===== config.mk =====
export PLATFORM = sky130hd
export DESIGN_NAME = mips_mem_arbiter
export DESIGN_NICKNAME = d
export VERILOG_FILES = /design/src/rtl/mips_mem_pkg.sv /design/src/rtl/mips_mem_arbiter.sv
export SDC_FILE = /design/constraint.sdc
export NUM_CORES = 1
export LEC_CHECK = 0
export ABC_AREA = 0
export CAP_MARGIN = 20
export CELL_PAD_IN_SITES_DETAIL_PLACEMENT = 0
export CELL_PAD_IN_SITES_GLOBAL_PLACEMENT = 2
export CORE_ASPECT_RATIO = 1.75
export CORE_MARGIN = 3
export CORE_UTILIZATION = 26
export CTS_BUF_LIST = sky130_fd_sc_hd__clkbuf_4 sky130_fd_sc_hd__clkbuf_8 sky130_fd_sc_hd__clkbuf_16
export CTS_CLUSTER_SIZE = 12
export DETAILED_ROUTE_END_ITERATION = 6
export GPL_ROUTABILITY_DRIVEN = 0
export PLACE_DENSITY = 0.81
export SYNTH_ARGS = -nofsm -noshare
export SYNTH_HDL_FRONTEND = slang
export SYNTH_SLANG_ARGS = --single-unit
export TNS_END_PERCENT = 30

===== constraint.sdc =====
create_clock -name clock -period 2.35 [get_ports clock]
set_input_delay 0.3525 -clock clock [delete_from_list [all_inputs] [get_ports clock]]
set_output_delay 0.3525 -clock clock [all_outputs]
set_load 0.005 [all_outputs]

===== src/rtl/mips_mem_pkg.sv =====
// Shared types and widths for the MIPS32 unified-memory arbiter.
package mips_mem_pkg;

    localparam int unsigned WORD_ADDR_W = 30;
    localparam int unsigned DATA_W      = 32;

    // Arbiter FSM states
    typedef enum logic [1:0] {
        IDLE,
        DBUSY,
        IBUSY,
        RESP
    } state_t;

    // Which requester owns the current transaction
    typedef enum logic [1:0] {
        GNT_NONE,
        GNT_DATA,
        GNT_INST
    } gnt_t;

endpackage


===== src/rtl/mips_mem_arbiter.sv =====
// Arbitrates one memory port between instruction fetch and data access.
// Data wins ties, but a streak counter forces a pending fetch through after
// MAX_DATA_STREAK consecutive data grants. A watchdog ends transactions the
// memory never acknowledges and raises a sticky Mem_Timeout flag.
module mips_mem_arbiter
    import mips_mem_pkg::*;
#(
    parameter int unsigned MAX_DATA_STREAK = 4,
    parameter int unsigned TIMEOUT_CYCLES  = 256,
    parameter int unsigned WRITE_ACK       = 0
) (
    input  logic                   clock,
    input  logic                   reset,
    input  logic                   InstMem_Read,
    input  logic [WORD_ADDR_W-1:0] InstMem_Address,
    output logic [DATA_W-1:0]      InstMem_In,
    output logic                   InstMem_Ready,
    input  logic                   DataMem_Read,
    input  logic [3:0]             DataMem_Write,
    input  logic [WORD_ADDR_W-1:0] DataMem_Address,
    input  logic [DATA_W-1:0]      DataMem_Out,
    output logic [DATA_W-1:0]      DataMem_In,
    output logic                   DataMem_Ready,
    output logic                   Mem_Read,
    output logic [3:0]             Mem_Write,
    output logic [WORD_ADDR_W-1:0] Mem_Address,
    output logic [DATA_W-1:0]      Mem_WriteData,
    input  logic [DATA_W-1:0]      Mem_ReadData,
    input  logic                   Mem_Ready,
    output logic                   Mem_Timeout
);

    localparam int unsigned STREAK_W = $clog2(MAX_DATA_STREAK + 1);
    localparam int unsigned TIMER_W  = (TIMEOUT_CYCLES > 1) ? $clog2(TIMEOUT_CYCLES) : 1;
    localparam logic [STREAK_W-1:0] STREAK_MAX = STREAK_W'(MAX_DATA_STREAK);
    // Timer holds the number of BUSY cycles already completed, so expiry is
    // detected in the TIMEOUT_CYCLES-th BUSY cycle.
    localparam logic [TIMER_W-1:0] TIMER_LAST =
        TIMER_W'((TIMEOUT_CYCLES == 0) ? 0 : TIMEOUT_CYCLES - 1);

    state_t                 state_q, state_d;
    gnt_t                   gnt_q, gnt_d;
    logic [STREAK_W-1:0]    streak_q, streak_d;
    logic [TIMER_W-1:0]     timer_q, timer_d;
    logic                   mem_read_q, mem_read_d;
    logic [3:0]             mem_write_q, mem_write_d;
    logic [WORD_ADDR_W-1:0] mem_addr_q, mem_addr_d;
    logic [DATA_W-1:0]      mem_wdata_q, mem_wdata_d;
    logic [DATA_W-1:0]      inst_in_q, inst_in_d;
    logic [DATA_W-1:0]      data_in_q, data_in_d;
    logic                   timeout_q, timeout_d;

    logic data_req;
    gnt_t grant;
    logic mem_done;
    logic timeout_hit;
    logic complete;

    // Request classification and the IDLE-state grant decision
    always_comb begin
        data_req = DataMem_Read | (|DataMem_Write);
        grant    = GNT_NONE;
        if (data_req && !(InstMem_Read && (streak_q >= STREAK_MAX))) begin
            grant = GNT_DATA;
        end else if (InstMem_Read) begin
            grant = GNT_INST;
        end
    end

    // Completion detection while a command is outstanding
    always_comb begin
        if (mem_read_q) begin
            mem_done = Mem_Ready;
        end else if (WRITE_ACK != 0) begin
            mem_done = Mem_Ready;
        end else begin
            // Unacknowledged writes finish in their first BUSY cycle
            mem_done = (timer_q == '0);
        end
        timeout_hit = (TIMEOUT_CYCLES != 0) && (timer_q == TIMER_LAST);
        complete    = mem_done | timeout_hit;
    end

    // Next-state, command and capture logic
    always_comb begin
        state_d     = state_q;
        gnt_d       = gnt_q;
        streak_d    = streak_q;
        timer_d     = timer_q;
        mem_read_d  = mem_read_q;
        mem_write_d = mem_write_q;
        mem_addr_d  = mem_addr_q;
        mem_wdata_d = mem_wdata_q;
        inst_in_d   = inst_in_q;
        data_in_d   = data_in_q;
        timeout_d   = timeout_q;

        unique case (state_q)
            IDLE: begin
                gnt_d = grant;
                if (grant == GNT_DATA) begin
                    state_d    = DBUSY;
                    timer_d    = '0;
                    mem_read_d = DataMem_Read;
                    mem_addr_d = DataMem_Address;
                    // A simultaneous read and write is treated as a read
                    mem_write_d = DataMem_Read ? 4'b0000 : DataMem_Write;
                    mem_wdata_d = DataMem_Read ? '0 : DataMem_Out;
                    if (!InstMem_Read) begin
                        streak_d = '0;
                    end else if (streak_q != STREAK_MAX) begin
                        streak_d = streak_q + 1'b1;
                    end
                end else if (grant == GNT_INST) begin
                    state_d     = IBUSY;
                    timer_d     = '0;
                    mem_read_d  = 1'b1;
                    mem_write_d = 4'b0000;
                    mem_addr_d  = InstMem_Address;
                    mem_wdata_d = '0;
                    streak_d    = '0;
                end
            end
            DBUSY, IBUSY: begin
                if (complete) begin
                    state_d     = RESP;
                    mem_read_d  = 1'b0;
                    mem_write_d = 4'b0000;
                    mem_addr_d  = '0;
                    mem_wdata_d = '0;
                    if (mem_read_q) begin
                        if (state_q == IBUSY) begin
                            inst_in_d = Mem_ReadData;
                        end else begin
                            data_in_d = Mem_ReadData;
                        end
                    end
                    if (timeout_hit && !mem_done) begin
                        timeout_d = 1'b1;
                    end
                end else begin
                    timer_d = timer_q + 1'b1;
                end
            end
            RESP: begin
                // Turnaround: no grant here, so a still-held request is not re-issued
                state_d = IDLE;
                gnt_d   = GNT_NONE;
            end
        endcase
    end

    // State and datapath registers with synchronous reset
    always_ff @(posedge clock) begin
        if (reset) begin
            state_q     <= IDLE;
            gnt_q       <= GNT_NONE;
            streak_q    <= '0;
            timer_q     <= '0;
            mem_read_q  <= 1'b0;
            mem_write_q <= 4'b0000;
            mem_addr_q  <= '0;
            mem_wdata_q <= '0;
            inst_in_q   <= '0;
            data_in_q   <= '0;
            timeout_q   <= 1'b0;
        end else begin
            state_q     <= state_d;
            gnt_q       <= gnt_d;
            streak_q    <= streak_d;
            timer_q     <= timer_d;
            mem_read_q  <= mem_read_d;
            mem_write_q <= mem_write_d;
            mem_addr_q  <= mem_addr_d;
            mem_wdata_q <= mem_wdata_d;
            inst_in_q   <= inst_in_d;
            data_in_q   <= data_in_d;
            timeout_q   <= timeout_d;
        end
    end

    // Outputs: Ready pulses only in RESP, to the side that was granted
    always_comb begin
        InstMem_Ready = (state_q == RESP) && (gnt_q == GNT_INST);
        DataMem_Ready = (state_q == RESP) && (gnt_q == GNT_DATA);
        InstMem_In    = inst_in_q;
        DataMem_In    = data_in_q;
        Mem_Read      = mem_read_q;
        Mem_Write     = mem_write_q;
        Mem_Address   = mem_addr_q;
        Mem_WriteData = mem_wdata_q;
        Mem_Timeout   = timeout_q;
    end

endmodule


## Word level (Yosys, flattened, before mapping)

Cells that the tools add are included.

| cells by class | value |
|---|---|
| add/sub/neg operators | 2 |
| magnitude comparators | 1 |
| equal/unequal tests | 13 |
| multiplexer cells | 34 |
| bitwise operators | 3 |
| reductions and logical operators | 21 |

Operator list:

| kind | count |
|---|---|
| $mux 32 | 4 |
| $mux 30 | 3 |
| $pmux 32 s2 | 1 |
| $pmux 30 s2 | 1 |
| $mux 8 | 3 |
| $mux 4 | 4 |
| $pmux 8 s2 | 1 |
| $mux 3 | 4 |
| $reduce_and 3->1 | 4 |
| $mux 2 | 5 |
| $add 8x1->8 const B | 1 |
| $eq 2x2->1 const B | 4 |
| $eq 8x8->1 const B | 1 |
| $logic_not 8->1 | 1 |
| $pmux 4 s2 | 1 |
| $reduce_and 4->1 | 2 |
| $eq 2x1->1 const B | 3 |
| $ne 3x3->1 const B | 2 |
| $pmux 2 s3 | 1 |
| $reduce_bool 2->1 | 3 |
| $logic_and 1x1->1 | 5 |
| $mux 1 | 4 |
| $ne 2x2->1 const B | 2 |
| $pmux 2 s2 | 1 |
| 11 further kinds | 13 |

| storage, ports and cells | value |
|---|---|
| register bits after elaboration | 147 |
| input bits | 133 |
| output and inout bits | 134 |
| logic and storage cells | 85 |

## Depth between registers and ports, before layout

| logic depth | value |
|---|---|
| depth after elaboration | 9 |
| gate-level depth with buffers | 8 |
| mapped depth without buffers | 6 |

## Worst setup path before layout

No wires, ideal clock.

| timing | value |
|---|---|
| path kind | reg-to-reg |
| start point | register state_q[0] |
| end point | register mem_wdata_q[6] (netlist: Mem_WriteData[6]) |
| library setup time | 72 ps |
| arrival | 1965 ps |
| data required time | 2278 ps |
| path slack | 314 ps |
| stages on the path, launching flop included | 9 |
| path buffers | 2 |
| clock period less this slack | 2036 ps |
| path through | dfxtp_1 inv_1 ha_1 buf_6 or2_4 a2111oi_4 buf_6 nand2_1 mux2i_1 |

| on the way | value |
|---|---|
| cells in the longest elaborated chain, start to end | 4 |
| elaborated cells between the ends (all ways) | 9 |
| classes of those cells | 4 x eq/ne; 1 x mux; 4 x reduce/logical |

Ends and longest elaborated chain:

| element | RTL line | source |
|---|---|---|
| start, declared | mips_mem_arbiter.sv:41 | `state_t state_q, state_d;` |
| start signal, assigned | mips_mem_arbiter.sv:168 | `state_q <= state_d;` |
| $eq 2x2->1 / $eq 2x1->1 (equally long branches) | mips_mem_arbiter.sv:98 | `unique case (state_q)` |
| $reduce_or 2->1 | mips_mem_arbiter.sv:98 |  |
| $ne 2x2->1 (no source line) / $reduce_bool 2->1 (equally long branches) | - |  |
| $reduce_and 3->1 (no source line) | - |  |
| end signal, assigned | mips_mem_arbiter.sv:175 | `mem_wdata_q <= mem_wdata_d;` |
| end, declared | mips_mem_arbiter.sv:48 | `logic [DATA_W-1:0] mem_wdata_q, mem_wdata_d;` |

Several ways; a longest one is shown, not always the timed one.
A chain may end at the register's enable or synchronous reset.

## Worst setup path in the final report

| timing | value |
|---|---|
| start point | register state_q[1] |
| end point | output InstMem_Ready |

| on the way | value |
|---|---|
| cells in the longest elaborated chain, start to end | 2 |

Ends and longest elaborated chain:

| element | RTL line | source |
|---|---|---|
| $eq 2x2->1 | mips_mem_arbiter.sv:184 | `InstMem_Ready = (state_q == RESP) && (gnt_q == GNT_INST);` |
| $logic_and 1x1->1 | mips_mem_arbiter.sv:184 |  |
| end, declared | mips_mem_arbiter.sv:17 | `output logic InstMem_Ready,` |

No other way between the ends.

==> reports/metrics.csv <==
metric,value,unit
fin_tns_setup,0,ns
synth_top_area_share,43.3,%
dp_hpwl,14.9,mm
ff2ff_path_depth,6,
cts_buffer_depth,2,
cts_tree,built,
syn_inst,677,
ys_types,56,
top_level_ports,267,
cts.htree.levels,4,
ys_top_cells_by_area,"dfxtp_1 (43%), mux2i_1 (20%), nand2b_1 (13%)",
syn_nets,818,
netlist_area,6800,um^2
cp-end-kind,primary output,
path_cells,"ha_1, and3b_1, clkdlybuf4s50_1",
wl,21.0,mm
vias_per_cell,4.49,
hold_class,input port to flop,
ant_nets,0,
period_minus_slack,2.18,ns
critPathSlowestCell,clkdlybuf4s50_1,
cp-start-kind,flop,
cp.required,2.00,ns
grt_pass1_wl,32.2,mm
hold_viol,0,
hold_start,DataMem_Out[26],
multiInputGateArea,3420,um^2
antennaDiodeCount,0,
track_usage,14.7,%
drive_above_1_share,7.26,%
fill_cells,2534,
max_clock_freq,0.459,GHz
cpPeakStageDelay,0.52,ns
initial_core_util,26.6,%
max_slew_margin,51.5,%
ys_async_sr_fraction,0,%
crit-reg2reg-launch,timer_q[1],
cts_resized,0,
clock_latency,0.44,ns
synth_enable_flop_cells,0,
rsz0062_at_grt,false,
worst_slew_pin_slew,0.728,ns
clock-sinks,147,
power_density,899,nW/um^2
setup_viol,0,
ctsHoldBuffers,0,
cellLeakagePower,4.16,nW
synth_flop_cell,dfxtp_1,
fin_crit_sh,92.7,%
r2r_slack,0.30,ns
cts_root_buf,clkbuf_16,
fin_nets,1080,
path_buf_inv,1,
cp_max_fo,5,
maxCapViolCount,0,
whs_endpoint,Mem_WriteData[26],
design.core.area,25500,um^2
overflow,0,
drt_iter0_drc,199,
max-vdd-ir-drop,1.03,mV
yosys_warnings,0,
clkTransAtPathRegs,0.06,ns
cp_top_family,buffers and inverters,
ys_ff_latch,147,
seq_area,2940,um^2
grt_pass1_vias,5693,
min_path_cells,3,
outcome,"complete, no violations",
worstSetupPathType,flop to primary output,
die-width,128,um
drtPass1Iterations,4,
std_cell_rows,77,
fin_skew,0.0105,ns
vias,5684,
numCtsBuffers,17,
r2r-end,DataMem_In[30],
yosysSeqAreaShare,43.3,%
drc,0,
grt_max_degree,184,
port-buffer-count,266,
syn_to_final_growth,53.5,%
cts_setup_buffers,0,
worstPathArrival,1.83,ns
synth_area_per_cell,10.0,um^2
synth_area_leader_cell,dfxtp_1,
die_area,28200,um^2
finish.utilization,40.8,%
slew_violations,0,
antenna_found_initial,0,
wl_per_cell,16.6,um
die_h,220,um
[metrics by stage]
| stage | setup slack (ns) | hold slack, ns | std cells | cell area (um^2) | total power [mW] |
|---|---|---|---|---|---|
| 4_1_cts | 0.138 | 0.439 | 1266 | 10400 | 9.57 |
| 2_1_floorplan | 0.314 | 0.441 | 677 | 6800 | 5.23 |
| 3_3_place_gp | 0.183 | 0.458 | 1236 | 9870 | 6.81 |
| 5_1_grt | 0.0881 | 0.459 | 1266 | 10400 | 9.94 |
| 6_report | 0.172 | 0.469 | 1266 | 10400 | 9.37 |
| 3_5_place_dp | 0.138 | 0.461 | 1236 | 9870 | 6.83 |
[synth_stat cells, drive strengths merged (2+ instances only)]
cell type  instances
a22oi              3
o32ai             30
buf               25
nand4b             2
mux2i            133
or2                2
a211o              2
o41ai              2
clkbuf            21
nor4b              2
a31oi              7
a21oi              6
a2111oi            4
nand2b           136
nand4              4
o21bai             2
a211oi             3
nand2             51
and2               4
ha                 8
nand3              3
inv               41
nor2              14
o211ai             3
dfxtp            147
a21o               3
[area by class of cell]
class / instances / share of cell area [%]
clock inverter: 8 / 0.756
multi-input combinational: 443 / 32.8
timing repair buffer: 289 / 28.4
clock buffer: 22 / 4.62
inverter: 41 / 1.48
tap: 316 / 3.79
sequential: 147 / 28.2
[power breakdown]
group	internal, mW	switching, mW	leakage (nW)
combinational	1.87	1.74	2.70
sequential	2.89	0.224	1.19
clock	1.55	1.10	0.267
total	6.31	3.06	4.16
[layer usage]
metal  vias up  part of all wire, %  track usage (%)
met3        22                  4.7             3.66
met2       152                   54             26.5
met4         0                  2.4             6.55
li1       2850                    -                -
met5         -                    0                0
met1      2660                   39             16.1
[registers in the layout, summed over array words and instances, names as in the netlist]
| register | cells |
|---|---|
| gnt_q | 2 |
| timer_q | 8 |
| Mem_WriteData | 32 |
| state_q | 2 |
| Mem_Timeout | 1 |
| Mem_Address | 30 |
| DataMem_In | 32 |
| streak_q | 3 |
| Mem_Write | 4 |
| Mem_Read | 1 |
| InstMem_In | 32 |
[worst max path at each step]
stage	start	to	slack, ns	cells past startpoint
2_1_floorplan	state_q[0]	Mem_WriteData[6]	0.31	8
3_3_place_gp	DataMem_Write[3]	Mem_WriteData[22]	0.18	6
3_5_place_dp	Mem_Ready	Mem_WriteData[2]	0.14	6
4_1_cts	state_q[1]	InstMem_Ready	0.14	3
5_1_grt	state_q[1]	DataMem_Ready	0.09	4
6_report	state_q[1]	InstMem_Ready	0.17	3
[worst min-delay path: cells and delay by family]
kind	cells	cell delay (ns)
buf+inv	1	0.39
mux	1	0.06
simple gates	1	0.05
[logic make-up after synthesis]
group	Yosys count	synth area share (%)
adders and majority gates	8	1.47
muxes	133	19.6
and+or+nand+nor	228	19.5
buffers and inverters	87	6.61
AOI/OAI and AO/OA	74	9.52
DFF	147	43.3
[placed cells by master (no fill, tap or decap), types with 2 or more instances in the layout]
master / instances
clkdlybuf4s50_1: 265
dfxtp_1: 147
nand2b_1: 136
mux2i_1: 133
nand2_1: 51
inv_1: 41
o32ai_1: 30
clkbuf_16: 17
nor2_1: 14
buf_4: 14
buf_12: 10
ha_1: 8
a31oi_1: 6
a21oi_1: 4
nand4_1: 4
clkinvlp_4: 4
and2_1: 3
nand3_1: 3
a2111oi_0: 3
a211oi_1: 3
a22oi_1: 3
clkbuf_8: 3
nand4b_1: 2
a21o_1: 2
a211o_1: 2
o211ai_1: 2
o21bai_1: 2
clkinv_2: 2
clkbuf_4: 2
(Power assumes the default switching activity.)
